$ cat config.mk
export PLATFORM = sky130hd
export DESIGN_NAME = addr_fifo_sequencer
export DESIGN_NICKNAME = d
export VERILOG_FILES = /design/src/rtl/driver_pkg.sv /design/src/rtl/consec_addr_gen.sv /design/src/rtl/addr_fifo_sequencer.sv
export SDC_FILE = /design/constraint.sdc
export NUM_CORES = 1
export LEC_CHECK = 0
export BUFFER_PORTS_ARGS = -buffer_cell sky130_fd_sc_hd__clkbuf_2
export CAP_MARGIN = 20
export CELL_PAD_IN_SITES_DETAIL_PLACEMENT = 1
export CELL_PAD_IN_SITES_GLOBAL_PLACEMENT = 1
export CORE_AREA = 2 2 83 85
export CTS_CLUSTER_DIAMETER = 40
export CTS_CLUSTER_SIZE = 24
export DETAILED_ROUTE_END_ITERATION = 10
export DIE_AREA = 0 0 85 87
export PLACE_DENSITY_LB_ADDON = 0.12
export SLEW_MARGIN = 25
export SYNTH_ARGS = -nofsm -noshare
export SYNTH_HDL_FRONTEND = slang
export SYNTH_SLANG_ARGS = --single-unit
$ cat constraint.sdc
create_clock -name clk -period 3.2 [get_ports clk]
set_input_delay 0.16 -clock clk [delete_from_list [all_inputs] [get_ports clk]]
set_output_delay 0.16 -clock clk [all_outputs]
set_load 0.02 [all_outputs]
$ cat src/rtl/driver_pkg.sv
// Shared types and defaults for the driver address sequencer.
// State encoding plus stride and counter width defaults.
package driver_pkg;

    typedef enum logic [1:0] {
        IDLE  = 2'd0,
        FETCH = 2'd1,
        WAIT  = 2'd2,
        ISSUE = 2'd3
    } seq_state_e;

    localparam int unsigned ADDR_W_DEF      = 32;
    localparam int unsigned CNT_W_DEF       = 16;
    localparam int unsigned ADDR_STRIDE_DEF = 4;

endpackage

$ cat src/rtl/consec_addr_gen.sv
// Base address register plus run-length counter for consecutive expansion.
// Counter and stride adder exist only when ADDR_SEQ_CONSEC_EN is defined.
module consec_addr_gen
    import driver_pkg::*;
#(
    parameter int unsigned ADDR_W = ADDR_W_DEF,
    parameter int unsigned STRIDE = ADDR_STRIDE_DEF
) (
    input  logic              clk,
    input  logic              reset,
    input  logic              load,
    input  logic              advance,
    input  logic              clear,
    input  logic [ADDR_W-1:0] base,
    input  logic [7:0]        count,
    output logic [ADDR_W-1:0] addr,
    output logic              last
);

    logic [ADDR_W-1:0] addr_q;
    logic [ADDR_W-1:0] addr_d;

`ifdef ADDR_SEQ_CONSEC_EN
    logic [7:0] rem_q;
    logic [7:0] rem_d;

    always_comb begin
        addr_d = addr_q;
        rem_d  = rem_q;
        if (clear) begin
            rem_d = '0;
        end else if (load) begin
            addr_d = base;
            rem_d  = count;
        end else if (advance && rem_q != 8'd0) begin
            // Wraps silently at the top of the address space.
            addr_d = addr_q + ADDR_W'(STRIDE);
            rem_d  = rem_q - 8'd1;
        end
    end

    always_ff @(posedge clk) begin
        if (reset) begin
            rem_q <= '0;
        end else begin
            rem_q <= rem_d;
        end
    end

    assign last = (rem_q == 8'd0);
`else
    logic unused_expand;
    assign unused_expand = ^{advance, clear, count};

    always_comb begin
        addr_d = addr_q;
        if (load) begin
            addr_d = base;
        end
    end

    assign last = 1'b1;
`endif

    always_ff @(posedge clk) begin
        if (reset) begin
            addr_q <= '0;
        end else begin
            addr_q <= addr_d;
        end
    end

    assign addr = addr_q;

endmodule

$ cat src/rtl/addr_fifo_sequencer.sv
// Address FIFO read-side sequencer: pop, optional expansion, request issue.
// Consecutive expansion is enabled by defining ADDR_SEQ_CONSEC_EN.
module addr_fifo_sequencer
    import driver_pkg::*;
#(
    parameter int unsigned ADDR_W      = ADDR_W_DEF,
    parameter int unsigned CNT_W       = CNT_W_DEF,
    parameter int unsigned ADDR_STRIDE = ADDR_STRIDE_DEF
) (
    input  logic              clk,
    input  logic              reset,
    input  logic              active_program,
    input  logic              abort_program,
    input  logic              freeze_addr_fifo,
    input  logic              send_consec_addr,
    input  logic [7:0]        consec_count,
    input  logic [ADDR_W-1:0] addr_fifo_dout,
    input  logic              addr_fifo_empty,
    output logic              addr_fifo_rd,
    output logic              vctr_req_valid,
    output logic [ADDR_W-1:0] vctr_req_addr,
    input  logic              vctr_req_ready,
    output logic              addr_fifo_underrun,
    output logic [CNT_W-1:0]  addr_cycle_cnt,
    output logic              seq_busy
);

    seq_state_e state_q;
    seq_state_e state_d;

    logic             valid_q;
    logic             valid_d;
    logic             armed_q;
    logic             armed_d;
    logic             unf_q;
    logic             unf_d;
    logic             act_q;
    logic [CNT_W-1:0] cnt_q;
    logic [CNT_W-1:0] cnt_d;

    logic       pop;
    logic       hs;
    logic       gen_load;
    logic       gen_adv;
    logic       gen_clr;
    logic       gen_last;
    logic [7:0] count_sel;

`ifdef ADDR_SEQ_CONSEC_EN
    assign count_sel = send_consec_addr ? consec_count : 8'd0;
`else
    logic unused_cfg;
    assign unused_cfg = ^{send_consec_addr, consec_count};
    assign count_sel  = 8'd0;
`endif

    assign hs = valid_q & vctr_req_ready;

    always_comb begin
        state_d  = state_q;
        valid_d  = valid_q;
        pop      = 1'b0;
        gen_load = 1'b0;
        gen_adv  = 1'b0;
        gen_clr  = 1'b0;
        if (abort_program) begin
            state_d = IDLE;
            valid_d = 1'b0;
            gen_clr = 1'b1;
        end else begin
            unique case (state_q)
                IDLE: begin
                    if (active_program) begin
                        state_d = FETCH;
                    end
                end
                FETCH: begin
                    if (!active_program) begin
                        state_d = IDLE;
                    end else if (!addr_fifo_empty && !freeze_addr_fifo) begin
                        pop     = ~reset;
                        state_d = WAIT;
                    end
                end
                WAIT: begin
                    gen_load = 1'b1;
                    valid_d  = 1'b1;
                    state_d  = ISSUE;
                end
                ISSUE: begin
                    if (hs) begin
                        if (!active_program) begin
                            state_d = IDLE;
                            valid_d = 1'b0;
                            gen_clr = 1'b1;
                        end else if (!gen_last) begin
                            gen_adv = 1'b1;
                        end else begin
                            state_d = FETCH;
                            valid_d = 1'b0;
                        end
                    end
                end
                default: state_d = IDLE;
            endcase
        end
    end

    // Underrun fires once per starvation episode, re-armed by a pop or IDLE.
    always_comb begin
        unf_d   = armed_q && !abort_program && (state_q == FETCH)
                  && active_program && !freeze_addr_fifo && addr_fifo_empty;
        armed_d = armed_q;
        if (pop || state_q == IDLE) begin
            armed_d = 1'b1;
        end else if (unf_d) begin
            armed_d = 1'b0;
        end
    end

    always_comb begin
        cnt_d = cnt_q;
        if (active_program && !act_q) begin
            cnt_d = CNT_W'(1);
        end else if (active_program && cnt_q != '1) begin
            cnt_d = cnt_q + 1'b1;
        end
    end

    always_ff @(posedge clk) begin
        if (reset) begin
            state_q <= IDLE;
            valid_q <= 1'b0;
            armed_q <= 1'b1;
            unf_q   <= 1'b0;
            act_q   <= 1'b0;
            cnt_q   <= '0;
        end else begin
            state_q <= state_d;
            valid_q <= valid_d;
            armed_q <= armed_d;
            unf_q   <= unf_d;
            act_q   <= active_program;
            cnt_q   <= cnt_d;
        end
    end

    consec_addr_gen #(
        .ADDR_W (ADDR_W),
        .STRIDE (ADDR_STRIDE)
    ) u_gen (
        .clk     (clk),
        .reset   (reset),
        .load    (gen_load),
        .advance (gen_adv),
        .clear   (gen_clr),
        .base    (addr_fifo_dout),
        .count   (count_sel),
        .addr    (vctr_req_addr),
        .last    (gen_last)
    );

    assign addr_fifo_rd       = pop;
    assign vctr_req_valid     = valid_q;
    assign addr_fifo_underrun = unf_q;
    assign addr_cycle_cnt     = cnt_q;
    assign seq_busy           = (state_q != IDLE);

endmodule

---- After elaboration in Yosys (flattened, before gate mapping) ----
Cells that the tools add are included.
word-level totals
  register bits ........................... 54
  output and inout bits ................... 52
  logic and storage cells ................. 56
cells by class
  add/sub/neg operators ................... 1
  eq/ne operators ......................... 7
  muxes and demuxes ....................... 16
  bitwise operators ....................... 2
  reductions and logical operators ........ 22
operator list
  kind                                           number
  adder 16 x 1 -> 16 bit, second input constant  1
  inequality test 16 bit, second input constant  1
  two-way mux 1 bit                              10
  logical AND 1 bit                              8
  two-way mux 2 bit                              4
  case mux 2 bit (4 select lines)                1
  nonzero test 2 bit                             3
  OR reduction 2 bit                             3
  == test 2 bit, second input constant           2
  logical NOT 1 bit                              4
  inequality test 2 bit, second input constant   2
  inequality test 3 bit, second input constant   1
  AND reduction 3 bit                            1
  == test 2 x 1 -> 1 bit, second input constant  1
  logical NOT 2 bit                              1
  case mux 1 bit (2 select lines)                1
  AND reduction 2 bit                            1
  AND 1 bit                                      1
  logical OR 1 bit                               1
  inverter 1 bit                                 1

---- Depth between registers and ports, before layout ----
  word-level depth ........................ 8
  gate-level depth with buffers ........... 7
  mapped depth without buffers ............ 5

---- Cells and area by module ----
A second synthesis with hierarchy kept.
unflattened totals
  cell total of the unflattened synthesis .. 240
  area, all modules ....................... 2323.5 um^2
modules (own cells, without submodules)
  module               times used  cells an instance  area each (um^2)  sequential area each (um^2)
  consec_addr_gen      1           105                1174.9            640.6
  addr_fifo_sequencer  1           135                1148.6            440.4

---- Worst setup path after synthesis ----
No wires, ideal clock.
  kind .................................... flip-flop to flip-flop
  start point ............................. register cnt_q[0] (netlist: addr_cycle_cnt[0])
  end point ............................... register cnt_q[1] (netlist: addr_cycle_cnt[1])
  setup time .............................. 0.130 ns
  arrival ................................. 1.635 ns
  data required time ...................... 3.070 ns
  setup slack ............................. 1.436 ns
  stages on the path, launching flop included .. 8
  path buffers ............................ 2
  path through ............................ dfxtp_1 > ha_1 > nand4_1 > o41ai_2 > buf_4 > buf_12 > mux2i_1 > nor2_2
on the way
  cells in the longest elaborated chain, start to end .. 2
  elaborated cells between the ends (all ways) .. 3
  classes of those cells .................. add/sub (1); eq/ne (1); reduce/logical (1)
RTL lines
  what                                                                            line                        source
  from (decl)                                                                     addr_fifo_sequencer.sv:38   logic [CNT_W-1:0] cnt_q;
  from (signal assigned)                                                          addr_fifo_sequencer.sv:144  cnt_q <= cnt_d;
  parallel branches: the longest is 2 deep, another holds adder 16 x 1 -> 16 bit  -
Parallel ways; which one is timed is not known.
A chain may end at the register's enable or synchronous reset.

---- Worst setup path after layout ----
  start point ............................. register state_q[0]
  end point ............................... output port addr_fifo_rd
on the way
  cells in the longest elaborated chain, start to end .. 3
RTL lines
  what                    line                        source
  from (decl)             addr_fifo_sequencer.sv:28   seq_state_e state_q;
  from (signal assigned)  addr_fifo_sequencer.sv:139  state_q <= state_d;
  == test 2 x 1 -> 1 bit  addr_fifo_sequencer.sv:71   unique case (state_q)
  two-way mux 1 bit       addr_fifo_sequencer.sv:71
  two-way mux 1 bit       addr_fifo_sequencer.sv:66   if (abort_program) begin
  to (decl)               addr_fifo_sequencer.sv:19   output logic addr_fifo_rd,
No other way between the ends.

==> impl_metrics.env <==
export IMPL_yosysUniqueCellTypes=38
export IMPL_gp_congestion=0.7282
export IMPL_min_period_ns=1.851
export IMPL_setup_tns_ns=0
export IMPL_grt_pass1_wl_mm=9.501
export IMPL_power_total_w=0.001209
export IMPL_p_leak_nw=1.130
export IMPL_reg2reg_from="addr_cycle_cnt[0]"
export IMPL_rsz0062_at_grt="no"
export IMPL_yosysTopAreaCell="dfxtp_1"
export IMPL_drv_cap=0
export IMPL_synthCells=265
export IMPL_grt_pass1_vias=2078
export IMPL_avgViaCountPerCell=5.025
export IMPL_grt_antenna_before_repair=0
export IMPL_final_nets=401
export IMPL_hp_class="in -> reg"
export IMPL_die_w_microns=85
export IMPL_finalHoldViolCount=0
export IMPL_cts_path_max_buffers=2
export IMPL_cp_required_ns=3.04
export IMPL_max_stage_delay_ns=0.50
export IMPL_grt_max_degree=40
export IMPL_numCtsBuffers=5
export IMPL_start_util=0.3341
export IMPL_crit_path_max_fanout=6
export IMPL_status="finished clean"
export IMPL_slew_headroom=0.4520
export IMPL_cts_tree="done"
export IMPL_hold_path_end="u_gen.addr[26]"
export IMPL_wl_mm=5.725
export IMPL_synth_ff_type="dfxtp_1"
export IMPL_r2r_end="addr_cycle_cnt[15]"
export IMPL_ys_seq_area_frac=0.4926
export IMPL_syn2layout_area_growth_pct=28.39
export IMPL_path_delay_family="simple AND/OR/NAND/NOR gates"
export IMPL_synth_nets=314
export IMPL_wire_per_inst_microns=13.25
export IMPL_drtIter0Drc=68
export IMPL_die_area_sq_um=7395
export IMPL_synth_most_common_cell="nand2_1"
export IMPL_skew_ns=0.01160
export IMPL_drc=0
export IMPL_ctsRootBufferMaster="clkbuf_8"
export IMPL_ys_warn_count=0
export IMPL_grt_remaining_overflow=0
export IMPL_holdCritStartpoint="addr_fifo_dout[26]"
export IMPL_netlist_area_sq_um=2195
export IMPL_cp_start_kind="flip-flop"
export IMPL_setup_viol=0
export IMPL_ant_nets=0
export IMPL_critPathArrivalTime_ns=1.69
export IMPL_drv_slew=0
export IMPL_core_region_area_sq_um=6569
export IMPL_hold_depth=3
export IMPL_syn_avg_cell_area_sq_um=8.282
export IMPL_die_h_microns=87
export IMPL_worst_setup_path_type="reg -> out"
export IMPL_ir_drop_uv=197.8
export IMPL_cpMaxStageDelayCell="or3b_2"
export IMPL_num_rows=30
export IMPL_ys_top_cells_by_count="nand2_1, dfxtp_1, a21oi_1"
export IMPL_reg2reg_depth=6
export IMPL_async_flop_share=0
export IMPL_fin_crit_sh=0.5783
export IMPL_place_hpwl_mm=4.152
export IMPL_yosys_register_bits=54
export IMPL_cts_hold_buffers=0
export IMPL_grt_usage=0.1544
export IMPL_power_density_nw_per_um2=429.0
export IMPL_port_buffers=90
export IMPL_worstMarginPinSlew_ns=0.8219
export IMPL_netlist_area_leader_share=0.4926
export IMPL_cts_resized_gates=0
export IMPL_synth_area_leaders="dfxtp_1, nand2_1, a21oi_1"
export IMPL_crit_path_end_kind="output pin"
export IMPL_fmax_ghz=0.5404
export IMPL_drive_above_1_share=0.3210
export IMPL_synth_edff_count=0
export IMPL_cp_cell_sequence="or3b_2, nor4_1, clkbuf_2"
export IMPL_cts_sinks=54
export IMPL_antenna_cells=0
export IMPL_clkLatencyLatePin_ns=0.30
export IMPL_crit_buf_inv=1
export IMPL_r2r_setup_slack_ns=1.46
export IMPL_io_pins=100
export IMPL_htreeDepth=2
export IMPL_firstDrtPassIters=4
export IMPL_clk_pin_slew_ns=0.10
export IMPL_cts_setup_buffers=0
export IMPL_num_vias=2171
through the flow:
step | util | instance area (sq um) | hold WS, ns | cells | worst slack (ns)
after CTS | 0.4290 | 2818 | 0.06174 | 432 | 1.336
after global routing | 0.4290 | 2818 | 0.06085 | 432 | 1.281
after floorplan | - | 2195 | 0.2772 | 265 | 1.436
after global placement | 0.4118 | 2705 | 0.3834 | 425 | 1.512
final | 0.4290 | 2818 | 0.06690 | 432 | 1.350
after detailed placement | 0.4118 | 2705 | 0.3907 | 425 | 1.481
tightest hold or removal path: stages:
cell      delay (ns)
clkbuf_2        0.08
nand2_1         0.04
a21oi_1         0.05
flip-flops by register name (all words and copies together), names as in the netlist, named ones only:
name                cells
armed_q                 1
vctr_req_valid          1
act_q                   1
state_q                 1
addr_fifo_underrun      1
addr_cycle_cnt         16
u_gen.addr             32
layout make-up:
class,count,area [sq um]
well taps,80,100.1
clock inverters,1,30.03
clock buffers,6,82.58
repair buffers,95,488.0
inverters,4,15.01
fillers,817,3751
multi-input cells,192,1021
flip-flops and latches,54,1081
report_power, final:
group	total [W]	internal (W)	switching (W)
clock	0.000465	0.000251	0.000215
sequential	0.000679	0.000675	0.00000385
combinational	0.0000644	0.0000279	0.0000366
logic make-up after synthesis:
family | synth area share
compound gates | 0.1762
xor+xnor | 0.003992
fa+ha+maj | 0.005700
buf+inv | 0.04333
flops | 0.4926
mux | 0.009122
simple gates | 0.2691
cell usage in the layout, fill, tap and decap left out, types with 2 or more instances in the layout:
cell / netlist / routed
a21oi_1: 42 / 42
a21oi_2: 4 / 4
and3_1: 2 / 2
and4_1: 3 / 3
buf_4: 1 / 5
clkbuf_2: 0 / 90
clkbuf_8: 0 / 6
dfxtp_1: 54 / 54
inv_1: 4 / 4
mux2i_1: 2 / 2
nand2_1: 74 / 74
nand2b_1: 2 / 2
nand3_1: 6 / 6
nand4_1: 3 / 3
nand4_2: 2 / 2
nor2_1: 4 / 4
nor2b_1: 3 / 2
nor3_1: 3 / 3
nor4_1: 3 / 3
o21ai_0: 3 / 3
o21ai_1: 6 / 6
o31ai_1: 5 / 5
or3_1: 7 / 7
or4_1: 5 / 5
per-layer routing:
metal  share of wire  global-route usage
met5               0                   0
met4          0.0044             0.03030
met2            0.49              0.2678
met3           0.054             0.03791
met1            0.45              0.1961
worst max-delay path by stage:
stage	startpoint	endpoint	slack [ns]	depth (start not counted)
after floorplan	addr_cycle_cnt[0]	addr_cycle_cnt[1]	1.44	7
after global placement	addr_cycle_cnt[0]	addr_cycle_cnt[15]	1.51	6
final	state_q[0]	addr_fifo_rd	1.35	3
after global routing	addr_cycle_cnt[0]	addr_cycle_cnt[14]	1.28	5
after detailed placement	addr_cycle_cnt[0]	addr_cycle_cnt[15]	1.48	6
after CTS	state_q[0]	addr_fifo_rd	1.34	3
(Power assumes the default switching activity.)
